==> config.mk <==
export PLATFORM = sky130hd
export DESIGN_NAME = des_key_schedule_flat
export DESIGN_NICKNAME = d
export VERILOG_FILES = /design/src/rtl/des_key_schedule_if.sv /design/src/rtl/des_key_schedule.sv /design/src/flat_wrapper.sv
export SDC_FILE = /design/constraint.sdc
export NUM_CORES = 1
export LEC_CHECK = 0
export CORE_MARGIN = 2
export CORE_UTILIZATION = 42
export CTS_CLUSTER_DIAMETER = 50
export CTS_CLUSTER_SIZE = 28
export DETAILED_ROUTE_END_ITERATION = 12
export GPL_TIMING_DRIVEN = 0
export PLACE_DENSITY = 0.75
export SLEW_MARGIN = 20
export SYNTH_ARGS = -nofsm -noshare
export SYNTH_HDL_FRONTEND = slang
export SYNTH_SLANG_ARGS = --single-unit
==> constraint.sdc <==
create_clock -name ap_clk -period 1.9 [get_ports ap_clk]
set_input_delay 0.19 -clock ap_clk [delete_from_list [all_inputs] [get_ports ap_clk]]
set_output_delay 0.19 -clock ap_clk [all_outputs]
set_load 0.01 [all_outputs]
==> src/rtl/des_key_schedule_if.sv <==
// Start/done control plus the per-round C/D stream of the DES key schedule.
// The decrypt select exists only when KEYSCHED_DECRYPT_EN is defined.
interface des_key_schedule_if;
  logic        ap_start;
  logic        ap_done;
  logic        ap_idle;
  logic        ap_ready;
  logic [63:0] key;
  logic [27:0] round_C;
  logic [27:0] round_D;
  logic [3:0]  round_idx;
  logic        round_vld;
  logic        round_rdy;
`ifdef KEYSCHED_DECRYPT_EN
  logic        decrypt;

  modport master (
    output ap_start, key, round_rdy, decrypt,
    input  ap_done, ap_idle, ap_ready, round_C, round_D, round_idx, round_vld
  );
  modport slave (
    input  ap_start, key, round_rdy, decrypt,
    output ap_done, ap_idle, ap_ready, round_C, round_D, round_idx, round_vld
  );
`else
  modport master (
    output ap_start, key, round_rdy,
    input  ap_done, ap_idle, ap_ready, round_C, round_D, round_idx, round_vld
  );
  modport slave (
    input  ap_start, key, round_rdy,
    output ap_done, ap_idle, ap_ready, round_C, round_D, round_idx, round_vld
  );
`endif
endinterface

==> src/rtl/des_key_schedule.sv <==
// DES key schedule: PC-1 latched on ap_start, C/D of rounds 1..16 streamed out; KEYSCHED_DECRYPT_EN adds K16..K1 order.
// Latency: first round_vld 2 cycles after the ap_start cycle, ap_done 18 cycles after it when never stalled.
// Backpressure: each round holds on round_C/round_D/round_idx until round_vld & round_rdy.
module des_key_schedule (
  input  logic              ap_clk,
  input  logic              ap_rst,
  des_key_schedule_if.slave bus
);

  typedef enum logic [1:0] {IDLE, LOAD, EMIT, DONE} state_t;

  // PC-1 in DES bit numbering (bit 1 = key[63]); first 28 entries form C, the rest D.
  localparam int PC1 [56] = '{
    57, 49, 41, 33, 25, 17,  9,  1, 58, 50, 42, 34, 26, 18,
    10,  2, 59, 51, 43, 35, 27, 19, 11,  3, 60, 52, 44, 36,
    63, 55, 47, 39, 31, 23, 15,  7, 62, 54, 46, 38, 30, 22,
    14,  6, 61, 53, 45, 37, 29, 21, 13,  5, 28, 20, 12,  4
  };

  function automatic logic [27:0] rotl(input logic [27:0] v, input logic two);
    return two ? {v[25:0], v[27:26]} : {v[26:0], v[27]};
  endfunction

  function automatic logic [27:0] rotr(input logic [27:0] v, input logic two);
    return two ? {v[1:0], v[27:2]} : {v[0], v[27:1]};
  endfunction

  state_t      state, state_nxt;
  logic        load_key, first_round, advance;
  logic [55:0] pc1_cd;
  logic [27:0] c_q, d_q;
  logic [3:0]  idx_q;
  logic [4:0]  next_round;
  logic        two_step;

`ifdef KEYSCHED_DECRYPT_EN
  logic dec_q;
`else
  localparam logic dec_q = 1'b0;
`endif

  always_comb begin
    pc1_cd = '0;
    for (int i = 0; i < 56; i++) begin
      pc1_cd[55-i] = bus.key[64-PC1[i]];
    end
  end

  // Rounds 2, 9 and 16 move by one position in either direction, all others by two.
  assign next_round = {1'b0, idx_q} + 5'd2;
  assign two_step   = !((next_round == 5'd2) || (next_round == 5'd9) || (next_round == 5'd16));

  always_ff @(posedge ap_clk or posedge ap_rst) begin
    if (ap_rst) begin
      state <= IDLE;
    end else begin
      state <= state_nxt;
    end
  end

  always_comb begin
    state_nxt     = state;
    load_key      = 1'b0;
    first_round   = 1'b0;
    advance       = 1'b0;
    bus.ap_idle   = 1'b0;
    bus.ap_done   = 1'b0;
    bus.ap_ready  = 1'b0;
    bus.round_vld = 1'b0;
    case (state)
      IDLE: begin
        bus.ap_idle = 1'b1;
        if (bus.ap_start) begin
          load_key  = 1'b1;
          state_nxt = LOAD;
        end
      end
      LOAD: begin
        first_round = 1'b1;
        state_nxt   = EMIT;
      end
      EMIT: begin
        bus.round_vld = 1'b1;
        if (bus.round_rdy) begin
          if (idx_q == 4'd15) begin
            state_nxt = DONE;
          end else begin
            advance = 1'b1;
          end
        end
      end
      DONE: begin
        bus.ap_done  = 1'b1;
        bus.ap_ready = 1'b1;
        state_nxt    = IDLE;
      end
      default: state_nxt = IDLE;
    endcase
  end

  always_ff @(posedge ap_clk or posedge ap_rst) begin
    if (ap_rst) begin
      c_q   <= '0;
      d_q   <= '0;
      idx_q <= '0;
`ifdef KEYSCHED_DECRYPT_EN
      dec_q <= 1'b0;
`endif
    end else if (load_key) begin
      c_q <= pc1_cd[55:28];
      d_q <= pc1_cd[27:0];
`ifdef KEYSCHED_DECRYPT_EN
      dec_q <= bus.decrypt;
`endif
    end else if (first_round) begin
      // Decrypt starts from C16/D16, which equals the unrotated C0/D0.
      idx_q <= '0;
      if (!dec_q) begin
        c_q <= rotl(c_q, 1'b0);
        d_q <= rotl(d_q, 1'b0);
      end
    end else if (advance) begin
      idx_q <= idx_q + 4'd1;
      if (dec_q) begin
        c_q <= rotr(c_q, two_step);
        d_q <= rotr(d_q, two_step);
      end else begin
        c_q <= rotl(c_q, two_step);
        d_q <= rotl(d_q, two_step);
      end
    end
  end

  assign bus.round_C   = c_q;
  assign bus.round_D   = d_q;
  assign bus.round_idx = idx_q;

endmodule
==> src/flat_wrapper.sv <==
// flat-port wrapper written by rule: the top's interface ports become plain ports
module des_key_schedule_flat 
  (ap_clk, ap_rst, bus_ap_start, bus_key, bus_round_rdy, bus_ap_done, bus_ap_idle, bus_ap_ready, bus_round_C, bus_round_D, bus_round_idx, bus_round_vld);
  des_key_schedule_if bus_i ();
  input  logic ap_clk;
  input  logic ap_rst;
  input wire logic [$bits(bus_i.ap_start)-1:0] bus_ap_start;
  input wire logic [$bits(bus_i.key)-1:0] bus_key;
  input wire logic [$bits(bus_i.round_rdy)-1:0] bus_round_rdy;
  output wire logic [$bits(bus_i.ap_done)-1:0] bus_ap_done;
  output wire logic [$bits(bus_i.ap_idle)-1:0] bus_ap_idle;
  output wire logic [$bits(bus_i.ap_ready)-1:0] bus_ap_ready;
  output wire logic [$bits(bus_i.round_C)-1:0] bus_round_C;
  output wire logic [$bits(bus_i.round_D)-1:0] bus_round_D;
  output wire logic [$bits(bus_i.round_idx)-1:0] bus_round_idx;
  output wire logic [$bits(bus_i.round_vld)-1:0] bus_round_vld;
  assign bus_i.ap_start = bus_ap_start;
  assign bus_i.key = bus_key;
  assign bus_i.round_rdy = bus_round_rdy;
  assign bus_ap_done = bus_i.ap_done;
  assign bus_ap_idle = bus_i.ap_idle;
  assign bus_ap_ready = bus_i.ap_ready;
  assign bus_round_C = bus_i.round_C;
  assign bus_round_D = bus_i.round_D;
  assign bus_round_idx = bus_i.round_idx;
  assign bus_round_vld = bus_i.round_vld;
  des_key_schedule u_core (.ap_clk(ap_clk), .ap_rst(ap_rst), .bus(bus_i));
endmodule
==> results of run 1 <==
-- metrics by stage --
| stage | setup slack, ns | hold WS [ns] |
|---|---|---|
| after floorplan | -0.118 | 0.365 |
| after global placement | -1.26 | 0.535 |
| after detailed placement | -0.435 | 0.472 |
| after CTS | -0.195 | 0.0988 |
| after global routing | -0.307 | 0.116 |
| final | -0.220 | 0.0971 |
-- layout make-up --
cell class / count / area [sq um] / area share [%]
Timing Repair Buffer: 145 / 1500 / 24.3
Multi-Input combinational cell: 297 / 2350 / 38.1
Sequential cell: 62 / 1560 / 25.2
Inverter: 6 / 25.0 / 0.406
Buffer: 35 / 352 / 5.70
Clock buffer: 9 / 124 / 2.01
Clock inverter: 7 / 123 / 1.99
Tap cell: 111 / 139 / 2.25
-- worst max path at each step --
stage / endpoint / start / slack (ns) / cells after the start
4_1_cts: u_core.bus.round_D[2] / u_core.bus.round_idx[1] / -0.20 / 9
6_report: u_core.bus.round_C[18] / u_core.bus.round_idx[1] / -0.22 / 9
2_1_floorplan: u_core.bus.round_C[0] / u_core.bus.round_idx[2] / -0.12 / 9
3_5_place_dp: u_core.bus.round_D[23] / u_core.state[0] / -0.44 / 8
5_1_grt: u_core.bus.round_D[24] / u_core.bus.round_idx[1] / -0.31 / 8
3_3_place_gp: u_core.bus.round_idx[2] / ap_rst / -1.26 / 2
-- per-layer routing --
metal  track usage [%]  vias to the layer above  wire length [um]  part of all wire (%)
li1                  -                     1841                 -                     -
met3              5.89                       47              1080                   7.6
met1              36.4                     2061              5870                    41
met2              43.7                      243              6850                    48
met4              11.7                        0               440                   3.1
met5                 0                        -                 0                     0
-- worst reg2reg max path: stages, from the launching register on --
cell	delay [ns]
sky130_fd_sc_hd__dfrtp_2	0.44
sky130_fd_sc_hd__ha_4	0.17
sky130_fd_sc_hd__xor2_1	0.21
sky130_fd_sc_hd__mux2i_1	0.14
sky130_fd_sc_hd__o311ai_2	0.28
sky130_fd_sc_hd__buf_6	0.17
sky130_fd_sc_hd__buf_12	0.12
sky130_fd_sc_hd__clkbuf_16	0.15
sky130_fd_sc_hd__mux2i_2	0.21
sky130_fd_sc_hd__o22ai_1	0.11
-- flip-flops by register name, indices dropped and copies added, names as in the netlist --
name and count:
u_core.bus.round_idx 4, u_core.bus.round_D 28, u_core.state 2, u_core.bus.round_C 28
-- what timing repair did --
item                                    in CTS  in global routing
endpoints found under the setup margin      60                 60
resized for setup                           74                 39
buffers inserted                            16                  1
pin swaps                                   25                 18
cloned                                       3                  1
-- cells in the final DEF, fill, tap and decap left out, types with 3 or more instances in the layout --
| cell | count |
|---|---|
| sky130_fd_sc_hd__o21ai_0 | 32 |
| sky130_fd_sc_hd__buf_8 | 6 |
| sky130_fd_sc_hd__clkdlybuf4s50_1 | 121 |
| sky130_fd_sc_hd__ha_2 | 3 |
| sky130_fd_sc_hd__ha_1 | 3 |
| sky130_fd_sc_hd__clkbuf_1 | 4 |
| sky130_fd_sc_hd__a211oi_4 | 3 |
| sky130_fd_sc_hd__or3_1 | 31 |
| sky130_fd_sc_hd__bufinv_16 | 3 |
| sky130_fd_sc_hd__inv_1 | 5 |
| sky130_fd_sc_hd__clkbuf_8 | 10 |
| sky130_fd_sc_hd__buf_12 | 7 |
| sky130_fd_sc_hd__a21oi_1 | 59 |
| sky130_fd_sc_hd__nand2_1 | 3 |
| sky130_fd_sc_hd__buf_4 | 16 |
| sky130_fd_sc_hd__nand3_1 | 3 |
| sky130_fd_sc_hd__a211oi_2 | 57 |
| sky130_fd_sc_hd__o22ai_1 | 24 |
| sky130_fd_sc_hd__mux2i_1 | 20 |
| sky130_fd_sc_hd__nor2_1 | 26 |
| sky130_fd_sc_hd__buf_6 | 8 |
| sky130_fd_sc_hd__dfrtp_2 | 3 |
| sky130_fd_sc_hd__dfrtp_1 | 59 |
| sky130_fd_sc_hd__mux2i_2 | 7 |
| sky130_fd_sc_hd__clkbuf_2 | 9 |
-- power groups by stage --
stage	combinational, mW	clock [mW]	sequential, mW
floorplan	5.23	0	3.08
global placement	7.98	0	3.01
detailed placement	8.21	0	3.04
CTS	9.51	1.46	3.10
global route	10.8	1.52	3.33
finish	10.2	1.47	3.24
-- cells by family after synthesis --
logic type	share of synthesized area [%]
compound gates	33.6
simple gates	9.80
flops	39.6
buf+inv	7.40
mux	6.89
fa+ha+maj	2.55
xor+xnor	0.223
==> PnR_summary.wiki, run 1 <==
{| class="wikitable"
! Metric !! Value
|-
| Initial standard-cell utilization of the core || 42.8%
|-
| Worst voltage drop across the vdd grid || 1.18 mV
|-
| Number of nets in the synthesized netlist || 479
|-
| Cell types with the highest counts after synthesis || sky130_fd_sc_hd__dfrtp_1, sky130_fd_sc_hd__a21oi_1, sky130_fd_sc_hd__o21ai_0
|-
| Worst path bufs/invs || 3
|-
| CP Capture Type || flop
|-
| Cell Count Post-Placement || 638
|-
| Final WL || 14200 um
|-
| Proportion of synthesized chip area in sequential cells || 39.6%
|-
| Residual overflow from global routing || 0
|-
| Synth top area cells || sky130_fd_sc_hd__dfrtp_1, sky130_fd_sc_hd__a211oi_2, sky130_fd_sc_hd__a21oi_1, sky130_fd_sc_hd__mux2i_1, sky130_fd_sc_hd__a211oi_1
|-
| Kind of path behind the tightest hold check || in -> async
|-
| Ratio of final minimum period to clock period || 112%
|-
| Result of the run || finished, violations left
|-
| Setup Viol. Count Final || 56
|-
| Chip Height || 101 um
|-
| Top cell type's share of synthesized area || 39.6%
|-
| Proportion of synthesized flip-flops having asynchronous set or reset || 100%
|-
| Classification of the worst setup path || reg -> reg
|-
| Number of buffers created by CTS || 9
|-
| Maximum Capacitance Violations || 0
|-
| # H-tree levels || 3
|-
| Number of warning messages in the yosys log || 0
|-
| Antenna diode count || 0
|-
| Share of the core filled with cells || 67.3%
|-
| Filler Cell Count || 667
|-
| Clock latency on the worst-skew pair || 0.36 ns
|-
| Pin count of the biggest net entering global routing || 53
|-
| Critical R2R Launch || u_core.bus.round_idx[1]
|-
| Number of global-route vias before repair || 4188
|-
| Dominant synthesized flop cell || sky130_fd_sc_hd__dfrtp_1
|-
| Transition at the pin with the smallest max-transition slack || 0.513 ns
|-
| Switching share of power || 45.1%
|-
| Seq pwr share || 21.8%
|-
| Slowest cell on the critical path || sky130_fd_sc_hd__dfrtp_2
|-
| Critical-path cell list || ha_4 > xor2_1 > mux2i_1 > o311ai_2 > buf_6 > buf_12 > clkbuf_16 > mux2i_2 > o22ai_1
|-
| Clock transition at the registers of the reported paths || 0.08 ns
|-
| Gpl congestion || 0.829
|-
| Highest clock rate || 0.472 GHz
|-
| Root buffer selected by CTS || sky130_fd_sc_hd__clkbuf_8
|-
| Via-to-Cell Ratio || 6.24
|-
| Clock sink count || 62
|-
| Detail-routed net length per standard cell || 21.2 um
|-
| Failing checks || setup timing
|-
| Number of buffers inserted for hold repair after clock tree synthesis || 0
|-
| Fraction of layout instances using a drive strength above 1 || 27.6%
|-
| FF-to-FF path depth || 9
|-
| Port Buf Inserts || 123
|-
| Data arrival time of the worst path || 2.36 ns
|-
| Summed negative setup slack over all endpoints || -8.63 ns
|-
| Area growth, synth to finish || 57.2%
|-
| Post-synthesis instance area || 3920 sq um
|-
| Total power density per cell area || 2420 nW/um^2
|-
| Max clock buf depth || 2
|-
| Crit path largest cell delay || 0.44 ns
|-
| Number of distinct library cells after synthesis || 33
|-
| Number of non-filler instances in the completed layout || 672
|-
| Final cell area excluding filler cells || 6160 sq um
|-
| Total Die Area || 10100 sq um
|-
| Final Hold Fails || 0
|-
| Mapped Avg Cell Area || 9.73 sq um
|-
| First-pass GRT wire length || 21700 um
|-
| Area after detailed placement || 5340 sq um
|-
| Standard cell core area || 9150 sq um
|-
| Combinational share of power || 68.4%
|-
| DRC violation count after routing || 0
|-
| Clock tree from TritonCTS || built
|-
| Setup WS post-layout || -0.220 ns
|-
| Via count of the routed design || 4192
|-
| Total power || 14.9 mW
|-
| RSZ-0062 raised after global routing || yes
|-
| Number of synthesized flops with an enable pin || 0
|-
| Gate count of the mapped netlist || 403
|-
| Critical path peak fanout || 5
|-
| Final critical path time including I/O delays and setup || 2.12 ns
|-
| Number of antenna violations at the first check in global routing || 0
|-
| Part of the power in the clock network || 9.9%
|-
| Largest delay contributor family on the critical path || buffers and inverters
|-
| Final-stage net count || 632
|-
| Yosys top cell by area || sky130_fd_sc_hd__dfrtp_1
|-
| Reg-to-reg setup timing slack || -0.22 ns
|-
| Max-slew violation total from the final report || 0
|-
| Net switching power figure || 6.72 mW
|-
| Total routing resource utilization after global routing || 27.5%
|-
| Max-slew headroom at the worst pin || 65.8%
|-
| Half-perimeter wire length after placement || 8980 um
|-
| Total number of placement rows || 35
|-
| Chip Width || 101 um
|-
| Reg-to-reg endpoint || u_core.bus.round_C[18]
|-
| Drt initial violations || 380
|-
| Iteration count of the initial detailed-routing pass || 5
|-
| Register bit total from synthesis || 62
|-
| Post-route antenna net violation count || 0
|-
| Skew final || 0.0106 ns
|-
| Leakage power total || 2.44 nW
|-
| CP required || 2.14 ns
|-
| Num ports || 132
|-
| Setup crit start kind || flop
|-
| Most common cell in the netlist || sky130_fd_sc_hd__dfrtp_1
|-
| Cell internal pwr || 8.18 mW
|}
Note: power is estimated with default switching activity, not from simulation.
==> inputs of run 2 (changes only) <==
--- a/config.mk
+++ b/config.mk
@@ -5,13 +5,15 @@
 export SDC_FILE = /design/constraint.sdc
 export NUM_CORES = 1
 export LEC_CHECK = 0
+export ABC_AREA = 1
 export CORE_MARGIN = 2
 export CORE_UTILIZATION = 42
 export CTS_CLUSTER_DIAMETER = 50
 export CTS_CLUSTER_SIZE = 28
 export DETAILED_ROUTE_END_ITERATION = 12
 export GPL_TIMING_DRIVEN = 0
-export PLACE_DENSITY = 0.75
+export PLACE_DENSITY = 0.74
+export SKIP_CTS_REPAIR_TIMING = 1
 export SLEW_MARGIN = 20
 export SYNTH_ARGS = -nofsm -noshare
 export SYNTH_HDL_FRONTEND = slang
==> PnR_summary.wiki, run 2 <==
{| class="wikitable"
! Metric !! Value
|-
| Result of the run || finished, violations left
|-
| Failing checks || setup timing
|-
| Post-route antenna net violation count || 0
|-
| Number of global-route vias before repair || 4314
|-
| Initial standard-cell utilization of the core || 43.4%
|-
| Total routing resource utilization after global routing || 26.8%
|-
| Area growth, synth to finish || 48.9%
|-
| Final WL || 13700 um
|-
| Fraction of met3 tracks used by global routing || 4.83%
|-
| DRC violation count after routing || 0
|-
| GRT Max-Usage Layer || met2
|-
| Number of distinct library cells after synthesis || 22
|-
| Final critical path time including I/O delays and setup || 1.92 ns
|-
| Most common cell in the netlist || sky130_fd_sc_hd__nand2_1
|-
| Chip Width || 102 um
|-
| Synth top area cells || sky130_fd_sc_hd__dfrtp_1, sky130_fd_sc_hd__nand2_1, sky130_fd_sc_hd__nand3_1, sky130_fd_sc_hd__inv_1, sky130_fd_sc_hd__o21ai_0
|-
| Iteration count of the initial detailed-routing pass || 5
|-
| Portion of netlist area occupied by mux cells || 0%
|-
| Via-to-Cell Ratio || 5.08
|-
| Area after detailed placement || 5430 sq um
|-
| Worst setup slack before clock tree synthesis || -0.233 ns
|-
| Mapped Avg Cell Area || 6.53 sq um
|-
| WHS || 0.130 ns
|-
| Post-synthesis instance area || 4010 sq um
|-
| RSZ-0062 raised after global routing || yes
|-
| Gpl congestion || 0.857
|-
| Post-Synth Adder-Cell Area || 2.50%
|-
| Pin count of the biggest net entering global routing || 48
|-
| Root buffer selected by CTS || sky130_fd_sc_hd__clkbuf_8
|-
| Synthesized-area fraction occupied by and/or/nand/nor cells || 35.4%
|-
| Max-slew violation total from the final report || 0
|-
| CP Capture Type || flop
|-
| Transition at the pin with the smallest max-transition slack || 0.509 ns
|-
| Total number of placement rows || 35
|-
| Ratio of final minimum period to clock period || 101%
|-
| Post-synthesis xor/xnor area fraction || 0%
|-
| Highest clock rate || 0.522 GHz
|-
| Register bit total from synthesis || 62
|-
| Gate count of the mapped netlist || 614
|-
| Setup crit start kind || flop
|-
| Port Buf Inserts || 123
|-
| Share of the core filled with cells || 64.6%
|-
| Number of nets in the synthesized netlist || 690
|-
| Final Hold Fails || 0
|-
| Cell types with the highest counts after synthesis || sky130_fd_sc_hd__nand2_1, sky130_fd_sc_hd__nand3_1, sky130_fd_sc_hd__inv_1
|-
| GR met2 Demand/Resource || 43.6%
|-
| Drt initial violations || 363
|-
| Fraction of layout instances using a drive strength above 1 || 14.0%
|-
| Detail-routed net length per standard cell || 15.3 um
|-
| Setup Viol. Count Final || 2
|-
| Leakage power total || 3.06 nW
|-
| Half-perimeter wire length after placement || 9500 um
|-
| First-pass GRT wire length || 21400 um
|-
| Proportion of synthesized flip-flops having asynchronous set or reset || 100%
|-
| Number of antenna violations at the first check in global routing || 0
|-
| Most frequent standard cell in the layout excluding fill and tap cells || sky130_fd_sc_hd__nand2_1
|-
| Setup WS post-layout || -0.0170 ns
|-
| Critical path peak fanout || 6
|-
| Summed negative setup slack over all endpoints || -0.0263 ns
|-
| Skew final || 0.0105 ns
|-
| CP required || 2.14 ns
|-
| Standard cell core area || 9240 sq um
|-
| Classification of the worst setup path || reg -> reg
|-
| Clock latency on the worst-skew pair || 0.35 ns
|-
| Antenna diode count || 0
|-
| Leading cell types in the layout, fill and taps excluded || sky130_fd_sc_hd__nand2_1, sky130_fd_sc_hd__clkdlybuf4s50_1, sky130_fd_sc_hd__inv_1
|-
| Residual overflow from global routing || 0
|-
| Number of synthesized flops with an enable pin || 0
|-
| # H-tree levels || 3
|-
| Area fraction in compound gates after synthesis || 9.52%
|-
| Total power density per cell area || 2050 nW/um^2
|-
| Dominant synthesized flop cell || sky130_fd_sc_hd__dfrtp_1
|-
| Clock sink count || 62
|-
| Number of warning messages in the yosys log || 0
|-
| Max clock buf depth || 2
|-
| Num ports || 132
|-
| Maximum Capacitance Violations || 0
|-
| Total Die Area || 10300 sq um
|-
| Clock transition at the registers of the reported paths || 0.08 ns
|-
| Max-slew headroom at the worst pin || 66.1%
|-
| Final-stage net count || 835
|-
| Chip Height || 102 um
|-
| Final cell area excluding filler cells || 5970 sq um
|-
| Dominant combinational cell family by area after synthesis || simple AND/OR/NAND/NOR gates
|-
| Number of buffers created by CTS || 9
|-
| Via count of the routed design || 4535
|-
| Clock tree from TritonCTS || built
|-
| Kind of path behind the tightest hold check || in -> async
|-
| Data arrival time of the worst path || 2.16 ns
|-
| Yosys top cell by area || sky130_fd_sc_hd__dfrtp_1
|-
| Proportion of synthesized chip area in sequential cells || 38.7%
|-
| Worst voltage drop across the vdd grid || 0.864 mV
|-
| Top cell type's share of synthesized area || 38.7%
|-
| Global-route track usage on met1 || 35.8%
|}
-- run 2: changes by cell type in the layout (fill, tap and decap cells not counted), moves of 7 or more --
cell	change
sky130_fd_sc_hd__nand2_1	+230
sky130_fd_sc_hd__o21ai_1	+10
sky130_fd_sc_hd__mux2i_1	-20
sky130_fd_sc_hd__nand2_2	+11
sky130_fd_sc_hd__a21oi_1	-57
sky130_fd_sc_hd__o22ai_1	-24
sky130_fd_sc_hd__mux2i_2	-7
sky130_fd_sc_hd__or3_1	-31
sky130_fd_sc_hd__nand3_1	+68
sky130_fd_sc_hd__inv_2	+17
sky130_fd_sc_hd__buf_12	-7
sky130_fd_sc_hd__inv_1	+67
sky130_fd_sc_hd__o21bai_1	+12
sky130_fd_sc_hd__a211oi_2	-57
-- run 2: power by group --
part | leakage [nW] | switching, mW | internal, mW
combinational | 2.17 | 4.45 | 3.56
sequential | 0.775 | 0.737 | 1.98
clock | 0.122 | 0.567 | 0.943
-- run 2: layout make-up --
class,instances,area [sq um]
Buffer,35,253
Clock buffer,11,151
Sequential cell,62,1550
Timing Repair Buffer,134,1370
Clock inverter,5,105
Inverter,92,353
Multi-Input combinational cell,425,2030
Tap cell,129,161
Fill cell,809,3270
-- run 2: routing by layer --
metal | vias up | routed length [um]
li1 | 2180 | -
met2 | 247 | 6550
met5 | - | 0
met1 | 2082 | 5660
met3 | 26 | 1280
met4 | 0 | 209
-- run 2: kinds of logic after synthesis --
logic type / Yosys count
AO/OA/AOI/OAI: 68
adder cells (fa/ha/maj): 8
buffers and inverters: 127
flip-flops: 62
AND/OR/NAND/NOR: 349
-- run 2: final timing paths --
path / start / endpoint / slack (ns) / depth (start not counted)
worst max-delay path: u_core.bus.round_idx[1] / u_core.bus.round_D[3] / -0.02 / 12
worst min-delay path: ap_rst / u_core.bus.round_C[23] / 0.13 / 2
worst max register to register: u_core.bus.round_idx[1] / u_core.bus.round_D[3] / -0.02 / 12
worst min register to register: u_core.bus.round_C[23] / u_core.bus.round_C[23] / 0.53 / 2
max in group asynchronous: ap_rst / u_core.bus.round_C[11] / 1.25 / 3
min in group ap_clk: bus_key[62] / u_core.bus.round_C[12] / 0.46 / 5
-- run 2: critical path, stage by stage, from the launching register on --
cell and delay [ns]:
sky130_fd_sc_hd__dfrtp_2 0.46, sky130_fd_sc_hd__ha_4 0.30, sky130_fd_sc_hd__inv_4 0.04, sky130_fd_sc_hd__nand3_4 0.06, sky130_fd_sc_hd__nor2_4 0.04, sky130_fd_sc_hd__nor2_4 0.22, sky130_fd_sc_hd__nand2_4 0.10, sky130_fd_sc_hd__buf_8 0.16
sky130_fd_sc_hd__clkbuf_16 0.16, sky130_fd_sc_hd__nand2_2 0.05, sky130_fd_sc_hd__nand3_1 0.08, sky130_fd_sc_hd__nand2_1 0.10, sky130_fd_sc_hd__nand2_1 0.05
-- run 2: through the flow --
step                cells  power, mW
finish                893       12.2
floorplan             614       7.07
global route          893       13.3
detailed placement    867       9.85
CTS                   883       11.4
global placement      866       9.64
